## src/rtl/conv_sample_mem_if.sv

```systemverilog
// Bus bundle for conv_sample_mem: host write/read, append load, clear,
// stream launch and the valid/ready sample stream into the MAC stage.
interface conv_sample_mem_if #(
  parameter int DATA_WIDTH = 8,
  parameter int DEPTH      = 10,
  parameter int ADDR_WIDTH = $clog2(DEPTH),
  parameter int LEN_WIDTH  = ADDR_WIDTH + 1
);
  logic                  clear;
  logic                  wr_en;
  logic [ADDR_WIDTH-1:0] wr_addr;
  logic [DATA_WIDTH-1:0] wr_data;
  logic                  push_en;
  logic [DATA_WIDTH-1:0] push_data;
  logic                  push_drop;
  logic                  rd_en;
  logic [ADDR_WIDTH-1:0] rd_addr;
  logic [DATA_WIDTH-1:0] rd_data;
  logic                  start;
  logic [ADDR_WIDTH-1:0] start_idx;
  logic [LEN_WIDTH-1:0]  len;
  logic                  out_valid;
  logic [DATA_WIDTH-1:0] out_data;
  logic                  out_last;
  logic                  out_ready;
  logic                  busy;
  logic [ADDR_WIDTH:0]   size;
  logic                  full;

  modport master (
    output clear, wr_en, wr_addr, wr_data, push_en, push_data,
           rd_en, rd_addr, start, start_idx, len, out_ready,
    input  push_drop, rd_data, out_valid, out_data, out_last, busy, size, full
  );

  modport slave (
    input  clear, wr_en, wr_addr, wr_data, push_en, push_data,
           rd_en, rd_addr, start, start_idx, len, out_ready,
    output push_drop, rd_data, out_valid, out_data, out_last, busy, size, full
  );
endinterface

```

## src/rtl/conv_sample_mem.sv

```systemverilog
// Parametrised sample store for the convolution datapath: random-access
// host port, append loading with fill count, clear, and a newest-to-oldest
// replay engine that zero-pads indices outside the filled region.
module conv_sample_mem #(
  parameter int DATA_WIDTH = 8,
  parameter int DEPTH      = 10,
  parameter int ADDR_WIDTH = $clog2(DEPTH),
  parameter int LEN_WIDTH  = ADDR_WIDTH + 1
) (
  input logic              clk,
  input logic              rst_n,
  conv_sample_mem_if.slave bus
);
  localparam int IW = ADDR_WIDTH + 2;
  localparam logic [ADDR_WIDTH:0]  DEPTH_L = (ADDR_WIDTH + 1)'(DEPTH);
  localparam logic [ADDR_WIDTH:0]  SZ_ONE  = 1;
  localparam logic signed [IW-1:0] IDX_ONE = 1;
  localparam logic [LEN_WIDTH-1:0] REM_ONE = 1;

  typedef enum logic [1:0] {IDLE, RUN, FLUSH} state_t;

  state_t                state, state_n;
  logic [DATA_WIDTH-1:0] mem [DEPTH];
  // Samples are only ever appended from 0 and cleared together, so the
  // append pointer always equals the fill count; size doubles as wr_ptr.
  logic [ADDR_WIDTH:0]   size;
  logic signed [IW-1:0]  idx;
  logic [LEN_WIDTH-1:0]  rem;
  logic [DATA_WIDTH-1:0] rd_q, od_q;
  logic                  ov_q, ol_q, drop_q;
  logic                  full, wr_ok, rd_ok, push_acc, idx_ok;
  logic                  launch, fetch, retire;

  assign full     = (size == DEPTH_L);
  assign wr_ok    = bus.wr_en && ({1'b0, bus.wr_addr} < DEPTH_L);
  assign rd_ok    = ({1'b0, bus.rd_addr} < DEPTH_L);
  // Single write port: clear and host writes both take precedence over appends.
  assign push_acc = bus.push_en && !bus.clear && !bus.wr_en && !full;
  // Size is sampled live so clears/appends mid-stream affect later fetches.
  assign idx_ok   = !idx[IW-1] && (idx[ADDR_WIDTH:0] < size);

  // Storage write port; contents deliberately survive reset and clear.
  always_ff @(posedge clk) begin
    if (wr_ok)         mem[bus.wr_addr] <= bus.wr_data;
    else if (push_acc) mem[size[ADDR_WIDTH-1:0]] <= bus.push_data;
  end

  // Fill count and the one-cycle drop indication for rejected appends.
  always_ff @(posedge clk or negedge rst_n) begin
    if (!rst_n) begin
      size   <= '0;
      drop_q <= 1'b0;
    end else begin
      drop_q <= bus.push_en && !push_acc;
      if (bus.clear)     size <= '0;
      else if (push_acc) size <= size + SZ_ONE;
    end
  end

  // Registered host read; old data wins on a same-cycle write.
  always_ff @(posedge clk or negedge rst_n) begin
    if (!rst_n)          rd_q <= '0;
    else if (bus.rd_en)  rd_q <= rd_ok ? mem[bus.rd_addr] : '0;
  end

  // Stream FSM state register.
  always_ff @(posedge clk or negedge rst_n) begin
    if (!rst_n) state <= IDLE;
    else        state <= state_n;
  end

  // Stream FSM next state and per-cycle strobes.
  always_comb begin
    state_n = state;
    launch  = 1'b0;
    fetch   = 1'b0;
    retire  = 1'b0;
    case (state)
      IDLE:
        if (bus.start && bus.len != '0) begin
          launch  = 1'b1;
          state_n = RUN;
        end
      RUN:
        if (!ov_q || bus.out_ready) begin
          fetch = 1'b1;
          if (rem == REM_ONE) state_n = FLUSH;
        end
      FLUSH:
        if (ov_q && bus.out_ready) begin
          retire  = 1'b1;
          state_n = IDLE;
        end
      default: state_n = IDLE;
    endcase
  end

  // Stream datapath: index/remaining counters and the output skid register.
  always_ff @(posedge clk or negedge rst_n) begin
    if (!rst_n) begin
      idx  <= '0;
      rem  <= '0;
      ov_q <= 1'b0;
      ol_q <= 1'b0;
      od_q <= '0;
    end else begin
      if (launch) begin
        idx <= $signed(IW'(bus.start_idx));
        rem <= bus.len;
      end
      if (fetch) begin
        od_q <= idx_ok ? mem[idx[ADDR_WIDTH-1:0]] : '0;
        ov_q <= 1'b1;
        ol_q <= (rem == REM_ONE);
        idx  <= idx - IDX_ONE;
        rem  <= rem - REM_ONE;
      end
      if (retire) begin
        ov_q <= 1'b0;
        ol_q <= 1'b0;
      end
    end
  end

  assign bus.push_drop = drop_q;
  assign bus.rd_data   = rd_q;
  assign bus.out_valid = ov_q;
  assign bus.out_data  = od_q;
  assign bus.out_last  = ol_q;
  assign bus.busy      = (state != IDLE);
  assign bus.size      = size;
  assign bus.full      = full;
endmodule
```

## src/flat_wrapper.sv

```systemverilog
// flat-port wrapper written by rule: the top's interface ports become plain ports
module conv_sample_mem_flat 
#(
  parameter int DATA_WIDTH = 8,
  parameter int DEPTH      = 10,
  parameter int ADDR_WIDTH = $clog2(DEPTH),
  parameter int LEN_WIDTH  = ADDR_WIDTH + 1
)
  (clk, rst_n, bus_clear, bus_wr_en, bus_wr_addr, bus_wr_data, bus_push_en, bus_push_data, bus_rd_en, bus_rd_addr, bus_start, bus_start_idx, bus_len, bus_out_ready, bus_push_drop, bus_rd_data, bus_out_valid, bus_out_data, bus_out_last, bus_busy, bus_size, bus_full);
  conv_sample_mem_if #(.DATA_WIDTH(DATA_WIDTH), .DEPTH(DEPTH), .ADDR_WIDTH(ADDR_WIDTH), .LEN_WIDTH(LEN_WIDTH)) bus_i ();
  input logic clk;
  input logic rst_n;
  input wire logic [$bits(bus_i.clear)-1:0] bus_clear;
  input wire logic [$bits(bus_i.wr_en)-1:0] bus_wr_en;
  input wire logic [$bits(bus_i.wr_addr)-1:0] bus_wr_addr;
  input wire logic [$bits(bus_i.wr_data)-1:0] bus_wr_data;
  input wire logic [$bits(bus_i.push_en)-1:0] bus_push_en;
  input wire logic [$bits(bus_i.push_data)-1:0] bus_push_data;
  input wire logic [$bits(bus_i.rd_en)-1:0] bus_rd_en;
  input wire logic [$bits(bus_i.rd_addr)-1:0] bus_rd_addr;
  input wire logic [$bits(bus_i.start)-1:0] bus_start;
  input wire logic [$bits(bus_i.start_idx)-1:0] bus_start_idx;
  input wire logic [$bits(bus_i.len)-1:0] bus_len;
  input wire logic [$bits(bus_i.out_ready)-1:0] bus_out_ready;
  output wire logic [$bits(bus_i.push_drop)-1:0] bus_push_drop;
  output wire logic [$bits(bus_i.rd_data)-1:0] bus_rd_data;
  output wire logic [$bits(bus_i.out_valid)-1:0] bus_out_valid;
  output wire logic [$bits(bus_i.out_data)-1:0] bus_out_data;
  output wire logic [$bits(bus_i.out_last)-1:0] bus_out_last;
  output wire logic [$bits(bus_i.busy)-1:0] bus_busy;
  output wire logic [$bits(bus_i.size)-1:0] bus_size;
  output wire logic [$bits(bus_i.full)-1:0] bus_full;
  assign bus_i.clear = bus_clear;
  assign bus_i.wr_en = bus_wr_en;
  assign bus_i.wr_addr = bus_wr_addr;
  assign bus_i.wr_data = bus_wr_data;
  assign bus_i.push_en = bus_push_en;
  assign bus_i.push_data = bus_push_data;
  assign bus_i.rd_en = bus_rd_en;
  assign bus_i.rd_addr = bus_rd_addr;
  assign bus_i.start = bus_start;
  assign bus_i.start_idx = bus_start_idx;
  assign bus_i.len = bus_len;
  assign bus_i.out_ready = bus_out_ready;
  assign bus_push_drop = bus_i.push_drop;
  assign bus_rd_data = bus_i.rd_data;
  assign bus_out_valid = bus_i.out_valid;
  assign bus_out_data = bus_i.out_data;
  assign bus_out_last = bus_i.out_last;
  assign bus_busy = bus_i.busy;
  assign bus_size = bus_i.size;
  assign bus_full = bus_i.full;
  conv_sample_mem #(.DATA_WIDTH(DATA_WIDTH), .DEPTH(DEPTH), .ADDR_WIDTH(ADDR_WIDTH), .LEN_WIDTH(LEN_WIDTH)) u_core (.clk(clk), .rst_n(rst_n), .bus(bus_i));
endmodule
```

## config.mk

```make
export PLATFORM = sky130hd
export DESIGN_NAME = conv_sample_mem_flat
export DESIGN_NICKNAME = d
export VERILOG_FILES = /design/src/rtl/conv_sample_mem_if.sv /design/src/rtl/conv_sample_mem.sv /design/src/flat_wrapper.sv
export SDC_FILE = /design/constraint.sdc
export NUM_CORES = 1
export LEC_CHECK = 0
export CORE_MARGIN = 2
export CORE_UTILIZATION = 56
export DETAILED_ROUTE_END_ITERATION = 8
export GPL_ROUTABILITY_DRIVEN = 0
export GPL_TIMING_DRIVEN = 1
export PLACE_DENSITY_LB_ADDON = 0.2
export SETUP_SLACK_MARGIN = 0.15
export SLEW_MARGIN = 20
export SYNTH_ARGS = -nofsm -noshare
export SYNTH_HDL_FRONTEND = slang
export SYNTH_SLANG_ARGS = --single-unit
```

## constraint.sdc

```tcl
create_clock -name clk -period 3.3 [get_ports clk]
set_clock_uncertainty 0.15 [all_clocks]
set_input_delay 0.66 -clock clk [delete_from_list [all_inputs] [get_ports clk]]
set_output_delay 0.66 -clock clk [all_outputs]
set_load 0.1 [all_outputs]
```

* Yosys cells after proc, flatten, opt, wreduce, memory -nomap -nowiden *
Memories as Yosys holds them, arrays and structs flattened.
Index checks and enable logic that the tools add are counted.

cells by class
  divide/modulo/power cells = 0
  bitwise operators = 0
  shifts and indexed selects = 0
  equality and inequality tests = 8
  multipliers = 0
  $lt $le $gt $ge = 3
  reductions and logical operators = 23
  multiplexer cells = 31
  add/subtract/negate cells = 3

operators with widths
  cell                   count
  $mux W8                3
  $mux W5                4
  $mux W1                16
  $mux W6                2
  $logic_and A1 B1 Y1    8
  $lt A4 B4 Y1 const B   2
  $mux W2                4
  $ne A2 B1 Y1 const B   4
  $reduce_bool A2 Y1     4
  $reduce_or A8 Y1       1
  $logic_not A1 Y1       6
  $pmux W2 S3            1
  $sub A6 B2 Y6 const B  1
  $add A5 B1 Y5 const B  1
  $eq A5 B1 Y1 const B   1
  $eq A5 B4 Y1 const B   1
  $lt A5 B5 Y1           1
  $reduce_bool A5 Y1     1
  $sub A5 B1 Y5 const B  1
  $mux W4                1
  $reduce_and A4 Y1      1
  $eq A2 B1 Y1 const B   1
  $eq A2 B2 Y1 const B   1
  $logic_not A2 Y1       1
  $logic_or A1 B1 Y1     1

storage, ports and cells
  bits in latches = 0
  ROM bits = 0
  logic and storage cells = 78
  bits in writable memories = 80
  bits of input ports = 41
  output and inout port bits = 26
  register bits = 37
  memories = 1

memory list
  name        words  width  rd ports  clocked after memory_dff  wr ports  RTL line               RTL
  u_core.mem  10     8      2         0                         1         conv_sample_mem.sv:23  logic [DATA_WIDTH-1:0] mem [DEPTH];

* Longest topological paths before layout *
Gate-level depths: netlist of run 1.

  word-level depth = 9
  depth in mapped cells = 8

* Worst setup path before layout of run 1 *
Ideal clock, no wire load.

  path type = register -> register
  from = register u_core.size[0], in the netlist u_core.bus.size[0]
  to = memory u_core.mem[5][0] (enable)
  period minus slack after synthesis = 3115 ps
  path slack = 185 ps
  data arrival time = 2595 ps
  cell stages (with the launch flop) = 9
  path buffers = 2
  cells stage by stage = dfrtp_1 inv_1 ha_1 nand4bb_1 and2_1 buf_6 buf_6 a31oi_1 nor2_1

on the way
  longest elaborated chain between the ends = 8

RTL lines
  element                                              RTL line               RTL
  start: declaration                                   conv_sample_mem.sv:26  logic [ADDR_WIDTH:0] size;
  start signal: assignment                             conv_sample_mem.sv:56  else if (push_acc) size <= size + SZ_ONE;
  $eq A5 B4 Y1                                         conv_sample_mem.sv:34  assign full = (size == DEPTH_L);
  $logic_not A1 Y1                                     conv_sample_mem.sv:38  assign push_acc = bus.push_en && !bus.clear && !bus.wr_en && !full;
  $logic_and A1 B1 Y1                                  conv_sample_mem.sv:38
  $mux W1                                              conv_sample_mem.sv:45  else if (push_acc) mem[size[ADDR_WIDTH-1:0]] <= bus.push_data;
  $mux W1                                              conv_sample_mem.sv:44  if (wr_ok) mem[bus.wr_addr] <= bus.wr_data;
  $mux W1 (implied by the code)                        conv_sample_mem.sv:45
  $reduce_or A8 Y1 (no source line)                    -
  $mux W4 (no source line) or $mux W1 (tied branches)  -
  end: declaration                                     conv_sample_mem.sv:23

Several ways; a longest one is shown, not always the timed one.

* Final worst setup path of run 1 *
  from = register u_core.size[1], in the netlist u_core.bus.size[1]
  to = output port bus_full

on the way
  longest elaborated chain between the ends = 1

RTL lines
  element           RTL line               RTL
  $eq A5 B4 Y1      conv_sample_mem.sv:34
  end: declaration  flat_wrapper.sv:32     output wire logic [$bits(bus_i.full)-1:0] bus_full;

No other way between the ends.

==> metrics.txt, run 1 <==
# TYPE chip_impl_metric gauge
chip_impl_metric{name="reg2reg_setup_slack",unit="ns"} 0.57
chip_impl_metric{name="ctsHtreeMaxLevel",unit=""} 4
chip_impl_metric{name="synth-seq-area-share",unit="%"} 57.73
chip_impl_metric{name="fin_ws",unit="ns"} 0.5254
chip_impl_metric{name="max_cap_violations",unit=""} 0
chip_impl_metric{name="ratio_of_cells_with_drive_above_1_in_the_final_layout",unit="%"} 25.41
chip_impl_info{name="synth_top_cell_by_area",value="sky130_fd_sc_hd__edfxtp_1"} 1
chip_impl_metric{name="cts.hold.buffers_added",unit=""} 0
chip_impl_info{name="ctsRootBufferMaster",value="sky130_fd_sc_hd__clkbuf_8"} 1
chip_impl_metric{name="initialDrtViolationCount",unit=""} 320
chip_impl_info{name="critPathSlowestCell",value="sky130_fd_sc_hd__dfrtp_1"} 1
chip_impl_metric{name="reg2regPathDepth",unit=""} 5
chip_impl_metric{name="number_of_enable_type_register_cells_in_the_synthesized_netlist",unit=""} 80
chip_impl_metric{name="grt_use_total",unit="%"} 24.48
chip_impl_metric{name="fp.dieH",unit="um"} 105.5
chip_impl_info{name="crit_path_start_kind",value="flop"} 1
chip_impl_metric{name="antenna_found_initial",unit=""} 0
chip_impl_metric{name="final_nets",unit=""} 525
chip_impl_metric{name="maxSlewHeadroom",unit="%"} 40.68
chip_impl_info{name="run_status",value="finished, final reports clean"} 1
chip_impl_metric{name="maximum_number_of_pins_on_one_net_before_global_route_repair",unit=""} 38
chip_impl_metric{name="numClockSinks",unit=""} 117
chip_impl_metric{name="met2_wirelength",unit="um"} 5996
chip_impl_metric{name="drtPass1Iterations",unit=""} 5
chip_impl_info{name="ys_top_cells_by_area",value="sky130_fd_sc_hd__edfxtp_1 (42%), sky130_fd_sc_hd__dfrtp_1 (16%), sky130_fd_sc_hd__mux4_2 (13%)"} 1
chip_impl_metric{name="number_of_cells_upsized_or_downsized_after_cts",unit=""} 0
chip_impl_metric{name="max_stage_delay",unit="ns"} 0.52
chip_impl_metric{name="arrival",unit="ns"} 1.96
chip_impl_metric{name="yosysTopAreaCellShare",unit="%"} 41.67
chip_impl_info{name="mostFrequentLayoutCells",value="sky130_fd_sc_hd__edfxtp_1 (80), sky130_fd_sc_hd__buf_4 (45), sky130_fd_sc_hd__clkdlybuf4s50_1 (39)"} 1
chip_impl_metric{name="synth_async_sr_flop_share",unit="%"} 31.62
chip_impl_metric{name="wirelength",unit="um"} 12600
chip_impl_info{name="timing.rr.start",value="u_core.bus.size[1]$_DFFE_PN0P_"} 1
chip_impl_metric{name="grt_pass1_vias",unit=""} 3813
chip_impl_metric{name="postSynthRegisterBits",unit=""} 117
chip_impl_info{name="timing.critical_path.cells",value="ha_1 -> nand4bb_1 -> inv_1 -> buf_4"} 1
chip_impl_metric{name="floorplan.die.width",unit="um"} 105.5
chip_impl_metric{name="route.vias.total",unit=""} 3822
chip_impl_metric{name="crit_path_max_fanout",unit=""} 9
chip_impl_metric{name="irDropWorstVdd",unit="uV"} 501.1
chip_impl_metric{name="leakagePower",unit="uW"} 0.002675
chip_impl_metric{name="io_pins",unit=""} 67
chip_impl_info{name="critPathKind",value="reg2out"} 1
chip_impl_metric{name="layout-area-overhead-vs-synth",unit="%"} 23.76
chip_impl_metric{name="cts_max_path_buffers",unit=""} 2
chip_impl_metric{name="drt-vias-per-instance",unit=""} 6.125
chip_impl_metric{name="cts_post_setup_buffers_inserted",unit=""} 0
chip_impl_metric{name="power_density",unit="mW/mm^2"} 752.3
chip_impl_metric{name="worst_path_buffer_plus_inverter_count",unit=""} 2
chip_impl_info{name="critical_path.top_delay_family",value="flip-flops"} 1
chip_impl_metric{name="number_of_standard_cells_after_synthesis",unit=""} 394
chip_impl_metric{name="detailedPlace.worstSlack",unit="ns"} 0.3075
chip_impl_info{name="hold_path.class",value="in2async"} 1
chip_impl_metric{name="syn-cell-area",unit="sq mm"} 0.005766
chip_impl_info{name="tritoncts_clock_tree",value="built"} 1
chip_impl_metric{name="floorplan.core_area",unit="sq mm"} 0.01014
chip_impl_metric{name="finalSetupTns",unit="ns"} 0
chip_impl_metric{name="final_hold_viol_count",unit=""} 0
chip_impl_metric{name="slew_violations",unit=""} 0
chip_impl_metric{name="fillers",unit=""} 665
chip_impl_info{name="top_layer",value="met4"} 1
chip_impl_metric{name="global_route_wire_length_before_repair",unit="um"} 20660
chip_impl_metric{name="route.detailed.wl_per_inst",unit="um"} 20.20
chip_impl_info{name="dominantRegCellSynth",value="sky130_fd_sc_hd__edfxtp_1"} 1
chip_impl_metric{name="num_rows",unit=""} 37
chip_impl_metric{name="initial_utilization",unit="%"} 56.87
chip_impl_metric{name="yosys_warnings",unit=""} 0
chip_impl_metric{name="setup-violations-final",unit=""} 0
chip_impl_info{name="worst_r2r_end",value="u_core.mem[8][0]$_DFFE_PP_"} 1
chip_impl_metric{name="slew_of_the_pin_with_the_lowest_slew_margin",unit="ns"} 0.8865
chip_impl_metric{name="achievable-frequency",unit="GHz"} 0.3604
chip_impl_metric{name="route.layer.met1.wl",unit="um"} 5596
chip_impl_metric{name="met3WireLength",unit="um"} 886
chip_impl_metric{name="period_minus_slack",unit="ns"} 2.775
chip_impl_metric{name="route.detailed.drc",unit=""} 0
chip_impl_metric{name="synthesis.nets",unit=""} 444
chip_impl_metric{name="antenna_violating_nets_post_route",unit=""} 0
chip_impl_info{name="layout.cells.most_common",value="sky130_fd_sc_hd__edfxtp_1"} 1
chip_impl_metric{name="total_power",unit="uW"} 5368
chip_impl_metric{name="min_period_over_period",unit="%"} 84.08
chip_impl_metric{name="dpl.hpwl",unit="um"} 8913
chip_impl_metric{name="worst-endpoint-required",unit="ns"} 2.49
chip_impl_metric{name="grt_overflow",unit=""} 0
chip_impl_metric{name="antenna_cells",unit=""} 0
chip_impl_info{name="worstSetupEndpointType",value="primary output"} 1
chip_impl_metric{name="number_of_library_cell_types_mapped_by_synthesis",unit=""} 48
chip_impl_metric{name="postSynthAreaPerCell",unit="sq um"} 14.63
chip_impl_metric{name="clkLatencyLatePin",unit="ns"} 0.52
chip_impl_metric{name="tritoncts.num_buffers",unit=""} 17
chip_impl_metric{name="port_buffer_count",unit=""} 66
chip_impl_metric{name="worst_setup_hold_path_clk_slew",unit="ns"} 0.06
chip_impl_metric{name="die_area",unit="sq mm"} 0.01112
chip_impl_info{name="grt_setup_unrepaired",value="no"} 1
metal layers:
| layer | GRT usage, % | vias up |
|---|---|---|
| met3 | 6.494 | 11 |
| met2 | 36.31 | 168 |
| met1 | 36.24 | 1933 |
| met4 | 6.571 | 0 |
| met5 | 0 | - |
| li1 | - | 1710 |
synthesized netlist by cell type, types with 6 or more instances:
cell and number:
sky130_fd_sc_hd__buf_6 6, sky130_fd_sc_hd__inv_1 14, sky130_fd_sc_hd__nand2_1 14, sky130_fd_sc_hd__a21oi_1 17, sky130_fd_sc_hd__a32o_1 8, sky130_fd_sc_hd__o221ai_1 9, sky130_fd_sc_hd__nand2b_1 14, sky130_fd_sc_hd__mux2i_1 28
sky130_fd_sc_hd__buf_2 6, sky130_fd_sc_hd__mux2_2 7, sky130_fd_sc_hd__dfrtp_1 37, sky130_fd_sc_hd__nand3_1 12, sky130_fd_sc_hd__nor2_1 30, sky130_fd_sc_hd__ha_1 9, sky130_fd_sc_hd__mux4_2 32, sky130_fd_sc_hd__edfxtp_1 80
sky130_fd_sc_hd__or3_1 9
cell families after synthesis:
logic type	after synthesis	share of synthesized area, %
multiplexers	69	19.12
flip-flops	117	57.73
adder cells (fa/ha/maj)	9	1.953
AO/OA/AOI/OAI	60	7.921
XOR/XNOR	4	0.6076
buffers and inverters	37	3.516
AND/OR/NAND/NOR	98	9.158
worst max-delay path by stage:
stage                                        start                         end  cells after the start  slack (ns)
detailed placement                       bus_wr_en  u_core.mem[8][1]$_DFFE_PP_                      5        0.31
finish              u_core.bus.size[1]$_DFFE_PN0P_                    bus_full                      4        0.53
CTS                 u_core.bus.size[1]$_DFFE_PN0P_                    bus_full                      4        0.52
floorplan           u_core.bus.size[0]$_DFFE_PN0P_  u_core.mem[5][0]$_DFFE_PP_                      8        0.18
global route        u_core.bus.size[1]$_DFFE_PN0P_                    bus_full                      4        0.38
global placement                         bus_wr_en  u_core.mem[8][4]$_DFFE_PP_                      5        0.44
state kept, by name (all words and copies together) (netlist names):
signal and count:
u_core.mem 80, u_core.bus.out_data 8, u_core.bus.rd_data 8, u_core.idx 6, u_core.bus.size 5, u_core.rem 5, u_core.state 2, u_core.bus.out_last 1
u_core.bus.out_valid 1, u_core.bus.push_drop 1
worst reg2reg max path: cells and delay by family, from the launching register on:
kind                     cells  cell delay [ns]
flip-flops                   1             0.52
multiplexers                 1             0.18
adder cells (fa/ha/maj)      1             0.23
AND/OR/NAND/NOR              3             1.27
where the power goes:
part / internal [uW] / total, uW / switching (uW)
Sequential: 1720 / 1900 / 176
Combinational: 623 / 1560 / 936
Clock: 1240 / 1910 / 676
final cells by class:
cell class / instances / area, sq um / share of cell area [%]
Timing Repair Buffer: 85 / 733.2 / 10.28
Inverter: 14 / 52.55 / 0.7365
Multi-Input combinational cell: 240 / 2235 / 31.32
Clock inverter: 14 / 198.9 / 2.788
Clock buffer: 18 / 417.9 / 5.857
Sequential cell: 117 / 3328 / 46.64
Tap cell: 136 / 170.2 / 2.385
through the flow:
step	instance area (sq um)	utilization [%]	hold WS [ns]	cells
3_3_place_gp	6519	64.30	0.3257	592
5_1_grt	7136	70.38	0.1548	624
4_1_cts	7136	70.38	0.1169	624
2_1_floorplan	5766	-	0.2144	394
6_report	7136	70.38	0.09964	624
3_5_place_dp	6519	64.30	0.3318	592
No activity file was read; power rests on OpenSTA's default activity.
==> run 2: changes to the inputs <==
--- a/config.mk
+++ b/config.mk
@@ -6,7 +6,7 @@
 export NUM_CORES = 1
 export LEC_CHECK = 0
 export CORE_MARGIN = 2
-export CORE_UTILIZATION = 56
+export CORE_UTILIZATION = 51
 export DETAILED_ROUTE_END_ITERATION = 8
 export GPL_ROUTABILITY_DRIVEN = 0
 export GPL_TIMING_DRIVEN = 1
==> constraint.sdc (replaced) <==
create_clock -name clk -period 2.25 [get_ports clk]
set_clock_uncertainty 0.15 [all_clocks]
set_input_delay 0.45 -clock clk [delete_from_list [all_inputs] [get_ports clk]]
set_output_delay 0.45 -clock clk [all_outputs]
set_load 0.1 [all_outputs]
==> run 2 against run 1 <==
  * Sequential power is 43% higher
  * Combinational power increased by 62%
  * Worst hold slack improved by 0.11 ns
  * Non-clock buffer count is 23 higher
  * Design area up 9.0%
  * Sequential share of layout area shrank 3.6 points
  * Critical path depth increased by 4
  * Via count rose by 5.3%
  * Die area grew 9.4%
  * Count of clock-buffer cells in the layout shrank 1
  * Global-route usage is 1.2 points higher
  * Critical path type is now reg2reg
  * Largest cell class unchanged
  * Highest routed layer unchanged
==> metrics.txt, run 2 (synthesized netlist as in run 1, its figures left out) <==
# TYPE chip_impl_metric gauge
chip_impl_metric{name="grt_pass1_vias",unit=""} 3950
chip_impl_metric{name="power_density",unit="mW/mm^2"} 1061
chip_impl_metric{name="period_minus_slack",unit="ns"} 2.146
chip_impl_metric{name="route.vias.total",unit=""} 4025
chip_impl_metric{name="antenna_found_initial",unit=""} 0
chip_impl_info{name="mostFrequentLayoutCells",value="sky130_fd_sc_hd__edfxtp_1 (80), sky130_fd_sc_hd__buf_4 (54), sky130_fd_sc_hd__clkdlybuf4s50_1 (36)"} 1
chip_impl_metric{name="drt-vias-per-instance",unit=""} 6.192
chip_impl_metric{name="maximum_number_of_pins_on_one_net_before_global_route_repair",unit=""} 28
chip_impl_metric{name="fin_ws",unit="ns"} 0.1045
chip_impl_metric{name="met2_wirelength",unit="um"} 7014
chip_impl_metric{name="reg2regPathDepth",unit=""} 8
chip_impl_metric{name="route.layer.met1.wl",unit="um"} 6138
chip_impl_metric{name="slew_violations",unit=""} 0
chip_impl_metric{name="setup-violations-final",unit=""} 0
chip_impl_metric{name="die_area",unit="sq mm"} 0.01217
chip_impl_metric{name="antenna_violating_nets_post_route",unit=""} 0
chip_impl_metric{name="crit_path_max_fanout",unit=""} 8
chip_impl_info{name="ctsRootBufferMaster",value="sky130_fd_sc_hd__clkbuf_16"} 1
chip_impl_metric{name="achievable-frequency",unit="GHz"} 0.4661
chip_impl_metric{name="tritoncts.num_buffers",unit=""} 17
chip_impl_metric{name="reg2reg_setup_slack",unit="ns"} 0.10
chip_impl_metric{name="fillers",unit=""} 728
chip_impl_metric{name="final_hold_viol_count",unit=""} 0
chip_impl_info{name="critPathKind",value="reg2reg"} 1
chip_impl_info{name="top_layer",value="met4"} 1
chip_impl_info{name="crit_path_start",value="u_core.bus.size[0]$_DFFE_PN0P_"} 1
chip_impl_metric{name="min_period_over_period",unit="%"} 95.36
chip_impl_metric{name="leakagePower",unit="uW"} 0.002902
chip_impl_metric{name="detailedPlace.worstSlack",unit="ns"} -0.2880
chip_impl_metric{name="port_buffer_count",unit=""} 66
chip_impl_metric{name="maxSlewHeadroom",unit="%"} 63.09
chip_impl_info{name="timing.rr.start",value="u_core.bus.size[0]$_DFFE_PN0P_"} 1
chip_impl_info{name="grt_setup_unrepaired",value="yes"} 1
chip_impl_info{name="layout.cells.most_common",value="sky130_fd_sc_hd__edfxtp_1"} 1
chip_impl_metric{name="worst-endpoint-required",unit="ns"} 2.28
chip_impl_metric{name="grt_overflow",unit=""} 0
chip_impl_metric{name="fp.dieH",unit="um"} 110.3
chip_impl_metric{name="wirelength",unit="um"} 14630
chip_impl_metric{name="initialDrtViolationCount",unit=""} 337
chip_impl_metric{name="irDropWorstVdd",unit="uV"} 1079
chip_impl_metric{name="initial_utilization",unit="%"} 52.72
chip_impl_info{name="largest_register",value="u_core.mem"} 1
chip_impl_metric{name="layout-area-overhead-vs-synth",unit="%"} 34.85
chip_impl_metric{name="route.detailed.wl_per_inst",unit="um"} 22.50
chip_impl_metric{name="num_rows",unit=""} 38
chip_impl_info{name="tritoncts_clock_tree",value="built"} 1
chip_impl_info{name="crit_path_start_kind",value="flop"} 1
chip_impl_metric{name="slew_of_the_pin_with_the_lowest_slew_margin",unit="ns"} 0.5536
chip_impl_metric{name="grt_use_total",unit="%"} 25.72
chip_impl_info{name="worst_r2r_end",value="u_core.mem[5][2]$_DFFE_PP_"} 1
chip_impl_metric{name="floorplan.core_area",unit="sq mm"} 0.01094
chip_impl_metric{name="route.detailed.drc",unit=""} 0
chip_impl_info{name="hold_start",value="bus_push_en"} 1
chip_impl_metric{name="largest_register_ffs",unit=""} 80
chip_impl_metric{name="ctsHtreeMaxLevel",unit=""} 4
chip_impl_metric{name="numClockSinks",unit=""} 117
chip_impl_info{name="worst_hold_path.endpoint",value="u_core.bus.push_drop$_DFF_PN0_"} 1
chip_impl_metric{name="arrival",unit="ns"} 2.17
chip_impl_metric{name="cts_max_path_buffers",unit=""} 2
chip_impl_info{name="run_status",value="finished, final reports clean"} 1
chip_impl_info{name="hold_path.class",value="in2reg"} 1
chip_impl_metric{name="antenna_cells",unit=""} 0
chip_impl_metric{name="clkLatencyLatePin",unit="ns"} 0.41
chip_impl_metric{name="global_route_wire_length_before_repair",unit="um"} 22330
chip_impl_metric{name="hold-path-cell-count",unit=""} 2
chip_impl_info{name="worstSetupEndpointType",value="flop"} 1
chip_impl_metric{name="met3WireLength",unit="um"} 1270
chip_impl_metric{name="io_pins",unit=""} 67
chip_impl_metric{name="drtPass1Iterations",unit=""} 5
chip_impl_metric{name="worst_setup_hold_path_clk_slew",unit="ns"} 0.06
chip_impl_metric{name="floorplan.die.width",unit="um"} 110.3
chip_impl_metric{name="max_cap_violations",unit=""} 0
chip_impl_metric{name="final_nets",unit=""} 548
chip_impl_metric{name="dpl.hpwl",unit="um"} 9697
chip_impl_metric{name="holdWs",unit="ns"} 0.2098
chip_impl_metric{name="ratio_of_cells_with_drive_above_1_in_the_final_layout",unit="%"} 35.88
## run 2: changes by cell type in the layout (fill, tap and decap cells not counted), sizes merged
cell           change
bufinv             +1
clkinv             +1
buf               +22
dlygate4sd2        +1
clkinvlp           -1
clkdlybuf4s50      -3
dlygate4sd3        +1
inv                -1
clkbuf             -1
dlymetal6s2s       +2
## run 2: per-stage QoR
stage          cells  util, %  total power, uW  instance area [sq um]  setup TNS [ns]
4_1_cts          645    70.15             8239                   7671               0
3_5_place_dp     608    63.40             5194                   6933          -42.08
6_report         650    71.10             8248                   7775               0
5_1_grt          650    71.10             8575                   7775               0
2_1_floorplan    394        -             4623                   5976          -3.825
3_3_place_gp     608    63.40             5137                   6933          -31.99
## run 2: power breakdown
part	internal, uW	switching [uW]	total [uW]
clock network	1970	1020	3000
registers	2530	190	2720
logic	1040	1490	2530
total	5540	2710	8250
## run 2: final cells by class
type | count | area (sq um) | area share, %
Clock buffer | 17 | 425.4 | 5.472
Clock inverter | 14 | 222.7 | 2.865
Inverter | 14 | 57.56 | 0.7403
Multi-Input combinational cell | 240 | 2485 | 31.96
Sequential cell | 117 | 3343 | 43.00
Tap cell | 140 | 175.2 | 2.253
Timing Repair Buffer | 108 | 1066 | 13.71
## run 2: critical path: stages, from the launching register on
cell	delay (ns)
sky130_fd_sc_hd__dfrtp_4	0.48
sky130_fd_sc_hd__inv_4	0.07
sky130_fd_sc_hd__ha_4	0.13
sky130_fd_sc_hd__nand4bb_4	0.16
sky130_fd_sc_hd__and2_4	0.26
sky130_fd_sc_hd__buf_12	0.14
sky130_fd_sc_hd__a31oi_4	0.28
sky130_fd_sc_hd__nor2_4	0.08
sky130_fd_sc_hd__buf_12	0.15
## run 2: worst max path at each step
stage,depth (start not counted),slack (ns),to
after floorplan,8,-0.06,u_core.mem[1][0]$_DFFE_PP_
after global placement,5,-0.23,u_core.mem[0][4]$_DFFE_PP_
after detailed placement,5,-0.29,u_core.mem[0][4]$_DFFE_PP_
after CTS,5,0.11,bus_full
after global routing,8,0.04,u_core.mem[5][5]$_DFFE_PP_
final,8,0.10,u_core.mem[5][2]$_DFFE_PP_
## run 2: metal layers
layer | vias up | global-route usage, %
li1 | 1769 | -
met1 | 2017 | 36.97
met2 | 221 | 38.69
met3 | 18 | 5.879
met4 | 0 | 9.464
met5 | - | 0
## run 2: timing repair
item,in CTS,in global routing
cloned,0,0
setup buffers,5,5
hold buffers,1,0
gates resized for setup,6,15
endpoints found under the hold margin,20,0
pin swaps,6,7
endpoints found under the setup margin,88,167
==> run 3: changes to the inputs <==
--- a/config.mk
+++ b/config.mk
@@ -6,7 +6,7 @@
 export NUM_CORES = 1
 export LEC_CHECK = 0
 export CORE_MARGIN = 2
-export CORE_UTILIZATION = 51
+export CORE_UTILIZATION = 56
 export DETAILED_ROUTE_END_ITERATION = 8
 export GPL_ROUTABILITY_DRIVEN = 0
 export GPL_TIMING_DRIVEN = 1
==> constraint.sdc (replaced) <==
create_clock -name clk -period 2.1 [get_ports clk]
set_clock_uncertainty 0.15 [all_clocks]
set_input_delay 0.42 -clock clk [delete_from_list [all_inputs] [get_ports clk]]
set_output_delay 0.42 -clock clk [all_outputs]
set_load 0.1 [all_outputs]
==> run 3 against run 2 <==
  * The run now ends with setup timing left
  * Maximum frequency fell by 5.4%
  * Largest power group is now combinational cells
  * Design area rose by 7.3%
  * Die area fell by 8.6%
  * Non-clock buffer count rose by 27
  * Critical path depth fell by 1
  * Global-route usage rose by 6.3 points
  * Critical endpoint is now u_core.mem[8][4]$_DFFE_PP_
  * Clock power fell by 4%
  * Worst hold slack improved by 0.14 ns
==> metrics.txt, run 3 (synthesized netlist as in run 1, its figures left out) <==
# TYPE chip_impl_metric gauge
chip_impl_info{name="run_status",value="finished with violations"} 1
chip_impl_info{name="violations",value="setup timing"} 1
chip_impl_metric{name="drt-vias-per-instance",unit=""} 6.404
chip_impl_metric{name="maximum_number_of_pins_on_one_net_before_global_route_repair",unit=""} 34
chip_impl_metric{name="max_stage_delay",unit="ns"} 0.51
chip_impl_metric{name="min_period_over_period",unit="%"} 108.0
chip_impl_metric{name="initial_utilization",unit="%"} 56.87
chip_impl_metric{name="detailedPlace.worstSlack",unit="ns"} -0.4085
chip_impl_metric{name="maxSlewHeadroom",unit="%"} 48.94
chip_impl_info{name="largest_register",value="u_core.mem"} 1
chip_impl_metric{name="fp.dieH",unit="um"} 105.5
chip_impl_info{name="layout.cells.most_common",value="sky130_fd_sc_hd__edfxtp_1"} 1
chip_impl_metric{name="largest_register_ffs",unit=""} 80
chip_impl_metric{name="ctsHtreeMaxLevel",unit=""} 4
chip_impl_metric{name="postLayoutCoreUtil",unit="%"} 82.32
chip_impl_info{name="worstSetupEndpointType",value="flop"} 1
chip_impl_metric{name="leakagePower",unit="uW"} 0.003126
chip_impl_metric{name="setup-violations-final",unit=""} 161
chip_impl_metric{name="dpl.hpwl",unit="um"} 9853
chip_impl_metric{name="floorplan.die.width",unit="um"} 105.5
chip_impl_metric{name="antenna_violating_nets_post_route",unit=""} 0
chip_impl_metric{name="ratio_of_cells_with_drive_above_1_in_the_final_layout",unit="%"} 41.73
chip_impl_metric{name="slew_violations",unit=""} 0
chip_impl_info{name="tritoncts_clock_tree",value="built"} 1
chip_impl_metric{name="crit_path_max_fanout",unit=""} 8
chip_impl_info{name="crit_path_start_kind",value="flop"} 1
chip_impl_metric{name="initialDrtViolationCount",unit=""} 489
chip_impl_metric{name="achievable-frequency",unit="GHz"} 0.4411
chip_impl_metric{name="num_rows",unit=""} 37
chip_impl_metric{name="die_area",unit="sq mm"} 0.01112
chip_impl_metric{name="arrival",unit="ns"} 2.41
chip_impl_metric{name="tritoncts.num_buffers",unit=""} 17
chip_impl_metric{name="period_minus_slack",unit="ns"} 2.267
chip_impl_metric{name="final_nets",unit=""} 581
chip_impl_metric{name="route.vias.total",unit=""} 4355
chip_impl_info{name="ctsRootBufferMaster",value="sky130_fd_sc_hd__clkbuf_8"} 1
chip_impl_info{name="critPathKind",value="reg2reg"} 1
chip_impl_info{name="mostFrequentLayoutCells",value="sky130_fd_sc_hd__edfxtp_1 (80), sky130_fd_sc_hd__buf_4 (56), sky130_fd_sc_hd__clkdlybuf4s50_1 (39)"} 1
chip_impl_info{name="timing.critical_path.cells",value="ha_4 -> nand4bb_4 -> buf_6 -> and2_4 -> mux2i_4 -> nor2_4 -> buf_12"} 1
chip_impl_metric{name="power_density",unit="mW/mm^2"} 1098
chip_impl_metric{name="numClockSinks",unit=""} 117
chip_impl_metric{name="route.detailed.wl_per_inst",unit="um"} 25.21
chip_impl_metric{name="grt_use_total",unit="%"} 32.06
chip_impl_metric{name="global_route_wire_length_before_repair",unit="um"} 26010
chip_impl_metric{name="fin_ws",unit="ns"} -0.1672
chip_impl_metric{name="worst_setup_hold_path_clk_slew",unit="ns"} 0.07
chip_impl_metric{name="io_pins",unit=""} 67
chip_impl_metric{name="grt_pass1_vias",unit=""} 4375
chip_impl_metric{name="cts_max_path_buffers",unit=""} 2
chip_impl_metric{name="wirelength",unit="um"} 17140
chip_impl_metric{name="final_hold_viol_count",unit=""} 0
chip_impl_metric{name="antenna_found_initial",unit=""} 0
chip_impl_info{name="grt_setup_unrepaired",value="yes"} 1
chip_impl_info{name="hold_path.class",value="in2async"} 1
chip_impl_metric{name="irDropWorstVdd",unit="uV"} 848.9
chip_impl_metric{name="reg2regPathDepth",unit=""} 7
chip_impl_metric{name="fin_cells",unit=""} 680
chip_impl_metric{name="layout-area-overhead-vs-synth",unit="%"} 44.75
chip_impl_metric{name="worst-endpoint-required",unit="ns"} 2.24
chip_impl_metric{name="drtPass1Iterations",unit=""} 7
chip_impl_metric{name="grt_overflow",unit=""} 0
chip_impl_metric{name="route.detailed.drc",unit=""} 0
chip_impl_metric{name="antenna_cells",unit=""} 0
chip_impl_info{name="critPathSlowestCell",value="sky130_fd_sc_hd__dfrtp_4"} 1
chip_impl_metric{name="slew_of_the_pin_with_the_lowest_slew_margin",unit="ns"} 0.7658
chip_impl_metric{name="floorplan.core_area",unit="sq mm"} 0.01014
chip_impl_metric{name="clkLatencyLatePin",unit="ns"} 0.53
chip_impl_metric{name="port_buffer_count",unit=""} 66
chip_impl_metric{name="max_cap_violations",unit=""} 0
chip_impl_metric{name="placed_cells_incl_taps",unit=""} 614
==> run 3: cell count changes in the layout (fill, tap and decap cells not counted), moves of 3 or more <==
cell,change
sky130_fd_sc_hd__mux2_4,+6
sky130_fd_sc_hd__bufinv_16,-3
sky130_fd_sc_hd__clkdlybuf4s50_1,+3
sky130_fd_sc_hd__or3_1,-3
sky130_fd_sc_hd__buf_6,+5
sky130_fd_sc_hd__buf_16,+3
sky130_fd_sc_hd__or3_4,+3
sky130_fd_sc_hd__buf_12,+15
==> run 3: area by class of cell <==
class | instances | area, sq um
fill | 502 | 1793
timing repair buffer | 135 | 1556
tap | 136 | 170.2
multi-input combinational | 246 | 2636
inverter | 14 | 60.06
sequential | 117 | 3346
clock inverter | 13 | 145.1
clock buffer | 19 | 431.7
==> run 3: where the power goes <==
group | total (uW) | switching (uW) | internal (uW)
clock network | 2870 | 1130 | 1740
logic | 3290 | 1740 | 1550
registers | 3000 | 287 | 2710
total | 9160 | 3160 | 6000
==> run 3: per-layer routing <==
metal | global-route usage, % | routed length, um
met4 | 11.52 | 430
met1 | 46.44 | 6644
met5 | 0 | 0
met3 | 7.978 | 1983
met2 | 47.60 | 8086
==> run 3: repair_timing <==
| action | CTS | global route |
|---|---|---|
| endpoints found under the setup margin | 172 | 175 |
| buffers inserted | 18 | 5 |
| gates resized for setup | 33 | 18 |
| hold buffers | 1 | 0 |
| endpoints found under the hold margin | 31 | 0 |
| pin swaps | 10 | 19 |
| gates cloned | 9 | 1 |
==> run 3: critical path, delay by kind of cell (launching register included) <==
kind	cells	cell delay (ns)
DFF	1	0.51
adders and majority gates	1	0.18
muxes	1	0.42
and+or+nand+nor	3	0.50
buffers and inverters	2	0.26
==> run 3: final timing paths <==
kind,from,to,slack (ns)
max,u_core.bus.size[1]$_DFFE_PN0P_,u_core.mem[8][4]$_DFFE_PP_,-0.17
min,rst_n,u_core.bus.out_data[3]$_DFFE_PN0P_,0.35
max reg2reg,u_core.bus.size[1]$_DFFE_PN0P_,u_core.mem[8][4]$_DFFE_PP_,-0.17
min reg2reg,u_core.bus.rd_data[2]$_DFFE_PN0P_,u_core.bus.rd_data[2]$_DFFE_PN0P_,0.36
max in group asynchronous,rst_n,u_core.rem[2]$_DFFE_PN0P_,0.88
min in group clk,bus_start_idx[3],u_core.idx[3]$_DFFE_PN0P_,0.36
==> run 3: through the flow <==
step                hold WS [ns]  total power (uW)  cell area [sq um]  setup TNS, ns
detailed placement        0.3382              5816               7191         -61.40
CTS                       0.3354              8935               8215         -11.73
floorplan               -0.02559              4954               5976         -20.89
global placement          0.3300              5729               7191         -50.06
global route              0.3699              9495               8346         -21.82
finish                    0.3545              9162               8346         -15.48
